[config.mk]
export PLATFORM = sky130hd
export DESIGN_NAME = memory_fifo_ctrl
export DESIGN_NICKNAME = d
export VERILOG_FILES = /design/src/rtl/memory_fifo_ctrl.sv
export SDC_FILE = /design/constraint.sdc
export NUM_CORES = 1
export LEC_CHECK = 0
export ABC_AREA = 0
export CORE_MARGIN = 4
export CORE_UTILIZATION = 43
export DETAILED_ROUTE_END_ITERATION = 6
export PLACE_DENSITY = 0.75
export SYNTH_ARGS = -nofsm -noshare
export SYNTH_HDL_FRONTEND = slang
export SYNTH_SLANG_ARGS = --single-unit
[constraint.sdc]
create_clock -name clock -period 3.3 [get_ports clock]
set_input_delay 0.825 -clock clock [delete_from_list [all_inputs] [get_ports clock]]
set_output_delay 0.825 -clock clock [all_outputs]
set_load 0.02 [all_outputs]
[src/rtl/memory_fifo_ctrl.sv]
// FIFO controller that uses a plain single-word-per-address memory as backing store.
// Words stream in, are written at sequential addresses, then read back in order.
module memory_fifo_ctrl #(
  parameter int WORD_SIZE    = 8,
  parameter int ADDRESS_SIZE = 4,
  parameter int MEMORY_QTY   = 16
) (
  input  logic                    clock,
  input  logic                    reset,
  input  logic                    in_valid,
  output logic                    in_ready,
  input  logic [WORD_SIZE-1:0]    in_data,
  output logic                    out_valid,
  input  logic                    out_ready,
  output logic [WORD_SIZE-1:0]    out_data,
  output logic [ADDRESS_SIZE:0]   level,
  output logic                    empty,
  output logic                    full,
  output logic                    mem_w_en,
  output logic [ADDRESS_SIZE-1:0] mem_w_addr,
  output logic [WORD_SIZE-1:0]    mem_w_data,
  input  logic                    mem_w_ready,
  output logic                    mem_r_en,
  output logic [ADDRESS_SIZE-1:0] mem_r_addr,
  input  logic [WORD_SIZE-1:0]    mem_r_data,
  input  logic                    mem_r_ready
);

  localparam int LW = ADDRESS_SIZE + 1;
  localparam logic [LW-1:0] QTY = LW'(MEMORY_QTY);
  localparam logic [ADDRESS_SIZE-1:0] LAST = ADDRESS_SIZE'(MEMORY_QTY - 1);

  typedef enum logic {
    W_IDLE,
    W_BUSY
  } w_state_t;

  typedef enum logic [1:0] {
    R_IDLE,
    R_BUSY,
    R_HOLD
  } r_state_t;

  w_state_t w_state;
  r_state_t r_state;

  logic [ADDRESS_SIZE-1:0] wr_ptr;
  logic [ADDRESS_SIZE-1:0] rd_ptr;
  logic [LW-1:0]           avail;

  logic push;
  logic pop;
  logic commit;
  logic fetch;

  // Depth need not be a power of two, so wrap explicitly.
  function automatic logic [ADDRESS_SIZE-1:0] next_ptr(
    input logic [ADDRESS_SIZE-1:0] p
  );
    return (p == LAST) ? '0 : p + 1'b1;
  endfunction

  assign in_ready = !reset && (w_state == W_IDLE) && (level < QTY);
  assign push     = in_valid && in_ready;
  assign pop      = out_valid && out_ready;
  assign commit   = (w_state == W_BUSY) && mem_w_ready;
  assign fetch    = (r_state == R_BUSY) && mem_r_ready;
  assign empty    = (level == '0);
  assign full     = (level == QTY);

  always_ff @(posedge clock) begin
    if (reset) begin
      w_state    <= W_IDLE;
      mem_w_en   <= 1'b0;
      mem_w_addr <= '0;
      mem_w_data <= '0;
      wr_ptr     <= '0;
    end else begin
      unique case (w_state)
        W_IDLE: begin
          if (push) begin
            mem_w_data <= in_data;
            mem_w_addr <= wr_ptr;
            mem_w_en   <= 1'b1;
            w_state    <= W_BUSY;
          end
        end
        W_BUSY: begin
          if (mem_w_ready) begin
            mem_w_en <= 1'b0;
            wr_ptr   <= next_ptr(wr_ptr);
            w_state  <= W_IDLE;
          end
        end
      endcase
    end
  end

  always_ff @(posedge clock) begin
    if (reset) begin
      r_state    <= R_IDLE;
      mem_r_en   <= 1'b0;
      mem_r_addr <= '0;
      out_valid  <= 1'b0;
      out_data   <= '0;
      rd_ptr     <= '0;
    end else begin
      unique case (r_state)
        R_IDLE: begin
          if (avail != '0) begin
            mem_r_en   <= 1'b1;
            mem_r_addr <= rd_ptr;
            r_state    <= R_BUSY;
          end
        end
        R_BUSY: begin
          if (mem_r_ready) begin
            out_data  <= mem_r_data;
            out_valid <= 1'b1;
            mem_r_en  <= 1'b0;
            rd_ptr    <= next_ptr(rd_ptr);
            r_state   <= R_HOLD;
          end
        end
        R_HOLD: begin
          if (out_ready) begin
            out_valid <= 1'b0;
            r_state   <= R_IDLE;
          end
        end
        default: r_state <= R_IDLE;
      endcase
    end
  end

  // level gates writes against unconsumed words; avail gates reads.
  always_ff @(posedge clock) begin
    if (reset) begin
      level <= '0;
      avail <= '0;
    end else begin
      unique case ({push, pop})
        2'b10:   level <= level + 1'b1;
        2'b01:   level <= level - 1'b1;
        default: level <= level;
      endcase
      unique case ({commit, fetch})
        2'b10:   avail <= avail + 1'b1;
        2'b01:   avail <= avail - 1'b1;
        default: avail <= avail;
      endcase
    end
  end

endmodule
# == Yosys cells after proc, flatten, opt, wreduce, memory -nomap -nowiden ==
# Cells that the tools add are included.
# totals
reg_bits,48
in_bits,22
output_inout_bits,35
elab_cells,77
# classes
add_sub_neg,6
magnitude_cmp,1
eq_ne,14
n_mux,20
n_bitwise,1
n_reduce_logical,22
# ops
operator,n
5-bit one-hot mux with 2 select lines,2
5-bit by 1-bit adder with 5-bit output (second input constant),2
2-bit != test (second input constant),5
2-bit AND reduction,5
5-bit by 1-bit subtractor with 5-bit output (second input constant),2
3-bit AND reduction,3
4-bit by 1-bit adder with 4-bit output (second input constant),2
4-bit equality test (second input constant),2
1-bit two-way mux,8
4-bit two-way mux,2
1-bit one-hot mux with 2 select lines,4
2-bit nonzero test,4
2-bit by 1-bit equality test with 1-bit output (second input constant),3
2-bit equality test (second input constant),3
1-bit logical AND,6
2-bit two-way mux,3
2-bit one-hot mux with 3 select lines,1
5-bit equality test (second input constant),1
5-bit logical NOT,1
5-bit less-than comparator (second input constant),1
5-bit nonzero test,1
2-bit logical NOT,1
1-bit logical NOT,1
1-bit inverter,1

# == Depth between registers and ports, before layout ==
# logic_depth
word_depth,6
depth_mapped,13
mapped_depth_nobuf,11

# == Worst setup path before layout ==
# Ideal clock, no wire load.
# synth_path
kind,input port to flip-flop
startpoint,input reset
endpoint,register level[4]
t_arrival_ns,3.697
required_time_ns,3.177
path_slack_ns,-0.521
stages,12
n_path_buf,2
path_cell_list,nor3_1 and2_1 clkbuf_1 inv_1 ha_1 buf_2 xor2_1 ha_1 or4b_1 mux2_2 o211ai_2 mux2_1
# synth_between
elab_chain_cells,6
# synth_lines
element,line,source
from (decl),9,"input logic reset,"
1-bit logical NOT,63,assign in_ready = !reset && (w_state == W_IDLE) && (level < QTY);
1-bit logical AND (2 in series),63,
1-bit logical AND,64,assign push = in_valid && in_ready;
2-bit by 1-bit equality test with 1-bit output or 2-bit equality test (tied branches),142,"unique case ({push, pop})"
5-bit one-hot mux with 2 select lines or 2-bit nonzero test (tied branches),-,
to (signal assigned),143,2'b10: level <= level + 1'b1;
to (signal assigned),144,2'b01: level <= level - 1'b1;
to (signal assigned),145,default: level <= level;
to (decl),16,"output logic [ADDRESS_SIZE:0] level,"
# Several ways; a longest one is shown, not always the timed one.
# A chain may end at the register's enable or synchronous reset.

# == Final worst setup path ==
# Same ends and word-level chain as after synthesis.

==> results.ini <==
[status]
status=finished, final reports clean

[worst_setup_path]
worstSetupPathType=in2reg
crit_path_start_kind=input port
cp-end-kind=flop
worstPathArrival_ns=3.35
reg2reg_slack_ns=0.69
crit_fanout=2
cp_data_required_time_ns=3.50

[yosys]
ys_warn_count=0
ys_ff_latch=48
yosys.area.top_type=dfxtp_1
synthArstFlopShare=0
synth-edff-count=0
avgSynthCellArea_um2=8.40
ys_top_cells_by_area=dfxtp_1 45%, nand2_1 9.1%, ha_1 5.8%
yosysTopAreaCellShare=0.449
netlist_instances=255
syn-num-nets=288
synth_area_um2=2140
synth-main-ff-cell=dfxtp_1
ys_seq_area_frac=0.449
yosysUniqueCellTypes=40

[cts]
postCtsHoldBufs=0
cts.sinks=48
cts_resized=0
cts_max_level=2
numCtsBuffers=5
cts-root-buf=clkbuf_8
insertion_delay_ns=0.30
cts_setup_buffers=0
clk_pin_slew_worst_paths_ns=0.09
clock_path_buffers=2
cts_tree=built

[placement]
pre_cts_slack_ns=-0.178
io_buffers=56
place_area_um2=2850
gp_congestion=0.842
placedCellCount=379
dpl.hpwl_mm=3.40

[detailed_routing]
via_per_inst=4.94
drc=0
drt-initial-drc-count=83
drt_first_pass_iters=4
vias=1912
ant_nets=0
routedWlPerCell_um=12.1
wl_mm=4.69

[sta]
min_period_over_period=0.955
worstMarginPinSlew_ns=0.444
holdWs_ns=0.450
period_needed_ns=3.15
finalHoldViolations=0
relSlewSlack=0.704
rsz0062_at_grt=false
slew_viol_final=0
fmax_ghz=0.317
skew_ns=0.00326
finalWorstSetupSlack_ns=0.148
setup_viol=0
setup_tns_ns=0

[floorplan]
dieArea_um2=6170
start_util=0.448
die_w_um=78.6
ioPinCount=57
core_area_um2=4790
die_h_um=78.6
fp-row-count=25

[grt]
grt_pass1_wl_mm=7.79
grt_overflow=0
grt_usage=0.154
grt_max_degree=39
antenna_found_initial=0
grt_pass1_vias=1744

[layout]
antennaDiodeCount=0
postLayoutCoreUtil=0.621
fin_cells=387
fin_area_um2=2970
finalNetCount=352
layout-drive-gt1-share=0.100
area_delta_synth_final_pct=38.7
nFillCells=436

[pwr]
power.density_nw_per_um2=523
finalPower_mw=1.55
peakVddDrop_mv=0.343
power_leakage_nw=1.18

[job]
cap_violations=0

[min_path]
hold_path.class=reg2reg

synthesized netlist by cell type, types with 2 or more instances:
cell,n
nor2_1,21
inv_1,7
buf_1,3
xor2_1,6
clkbuf_1,9
and2_1,3
o21ai_1,5
nor2b_1,7
or3_1,2
nand3_1,8
nor4bb_1,2
mux2i_1,6
a21oi_1,23
mux2_1,2
dfxtp_1,48
ha_1,10
nor3_1,4
a311oi_1,3
o21ai_0,14
nand2_1,52
logic make-up after synthesis:
kind of cell / count (synthesis) / synth area share
flops: 48 / 0.449
xor+xnor: 7 / 0.0286
buf+inv: 21 / 0.0409
simple gates: 107 / 0.231
mux: 9 / 0.0438
compound gates: 52 / 0.140
fa+ha+maj: 11 / 0.0678
worst max-delay path: stages:
cell and delay [ns]:
clkdlybuf4s50_1 0.46, nor3_4 0.13, and2_1 0.18, inv_2 0.05
ha_2 0.17, xor2_1 0.15, ha_2 0.19, or4b_1 0.45
mux2_2 0.28, o211ai_2 0.14, mux2_1 0.32
layout make-up:
class	instances	area (µm²)	area share
clock buffers	5	68.8	0.0232
clock inverters	3	47.5	0.0160
inverters	7	26.3	0.00885
multi-input cells	186	1110	0.374
flip-flops and latches	48	961	0.324
well taps	67	83.8	0.0282
repair buffers	71	673	0.227
placed cells by master, fill, tap and decap left out, types with 2 or more instances in the layout:
cell	netlist	layout
xor2_1	6	6
and2_1	3	3
inv_1	7	6
nor4bb_1	2	2
nor3_1	4	3
ha_2	0	2
mux2i_1	6	6
nand2_1	52	52
a21oi_1	23	23
nor2b_1	7	7
o21ai_1	5	5
nor2_1	21	21
a311oi_1	3	3
ha_1	10	8
dfxtp_1	48	48
mux2_1	2	2
o21ai_0	14	14
clkinv_4	0	2
nand3_1	8	8
buf_4	0	15
clkdlybuf4s50_1	0	56
or3_1	2	2
clkbuf_8	0	5
flip-flops by register name (all words and copies together) (netlist names):
register	flops
level	5
r_state	2
mem_r_addr	4
mem_r_en	1
out_valid	1
mem_w_en	1
out_data	8
mem_w_addr	4
rd_ptr	4
avail	5
wr_ptr	4
mem_w_data	8
w_state	1
worst paths after layout:
kind                                                    to  cells after the start                       start
worst max-delay path                 level[4]$_SDFFE_PP0P_                     11                       reset
worst min-delay path            mem_w_data[4]$_SDFFE_PP0P_                      2  mem_w_data[4]$_SDFFE_PP0P_
worst max register to register       level[4]$_SDFFE_PP0P_                     10       level[4]$_SDFFE_PP0P_
worst min register to register  mem_w_data[4]$_SDFFE_PP0P_                      2  mem_w_data[4]$_SDFFE_PP0P_
per-layer routing:
layer	share of wire	global-route usage	wire length (µm)
met5	0	0	0
met4	0.0058	0.0315	27
met3	0.058	0.0482	272
met2	0.47	0.266	2200
met1	0.47	0.188	2190
power by group:
group | switching (mW) | internal [mW]
registers | 0.0538 | 0.635
clock network | 0.204 | 0.228
logic | 0.218 | 0.213
total | 0.477 | 1.08
No activity file was read; power rests on OpenSTA's default activity.
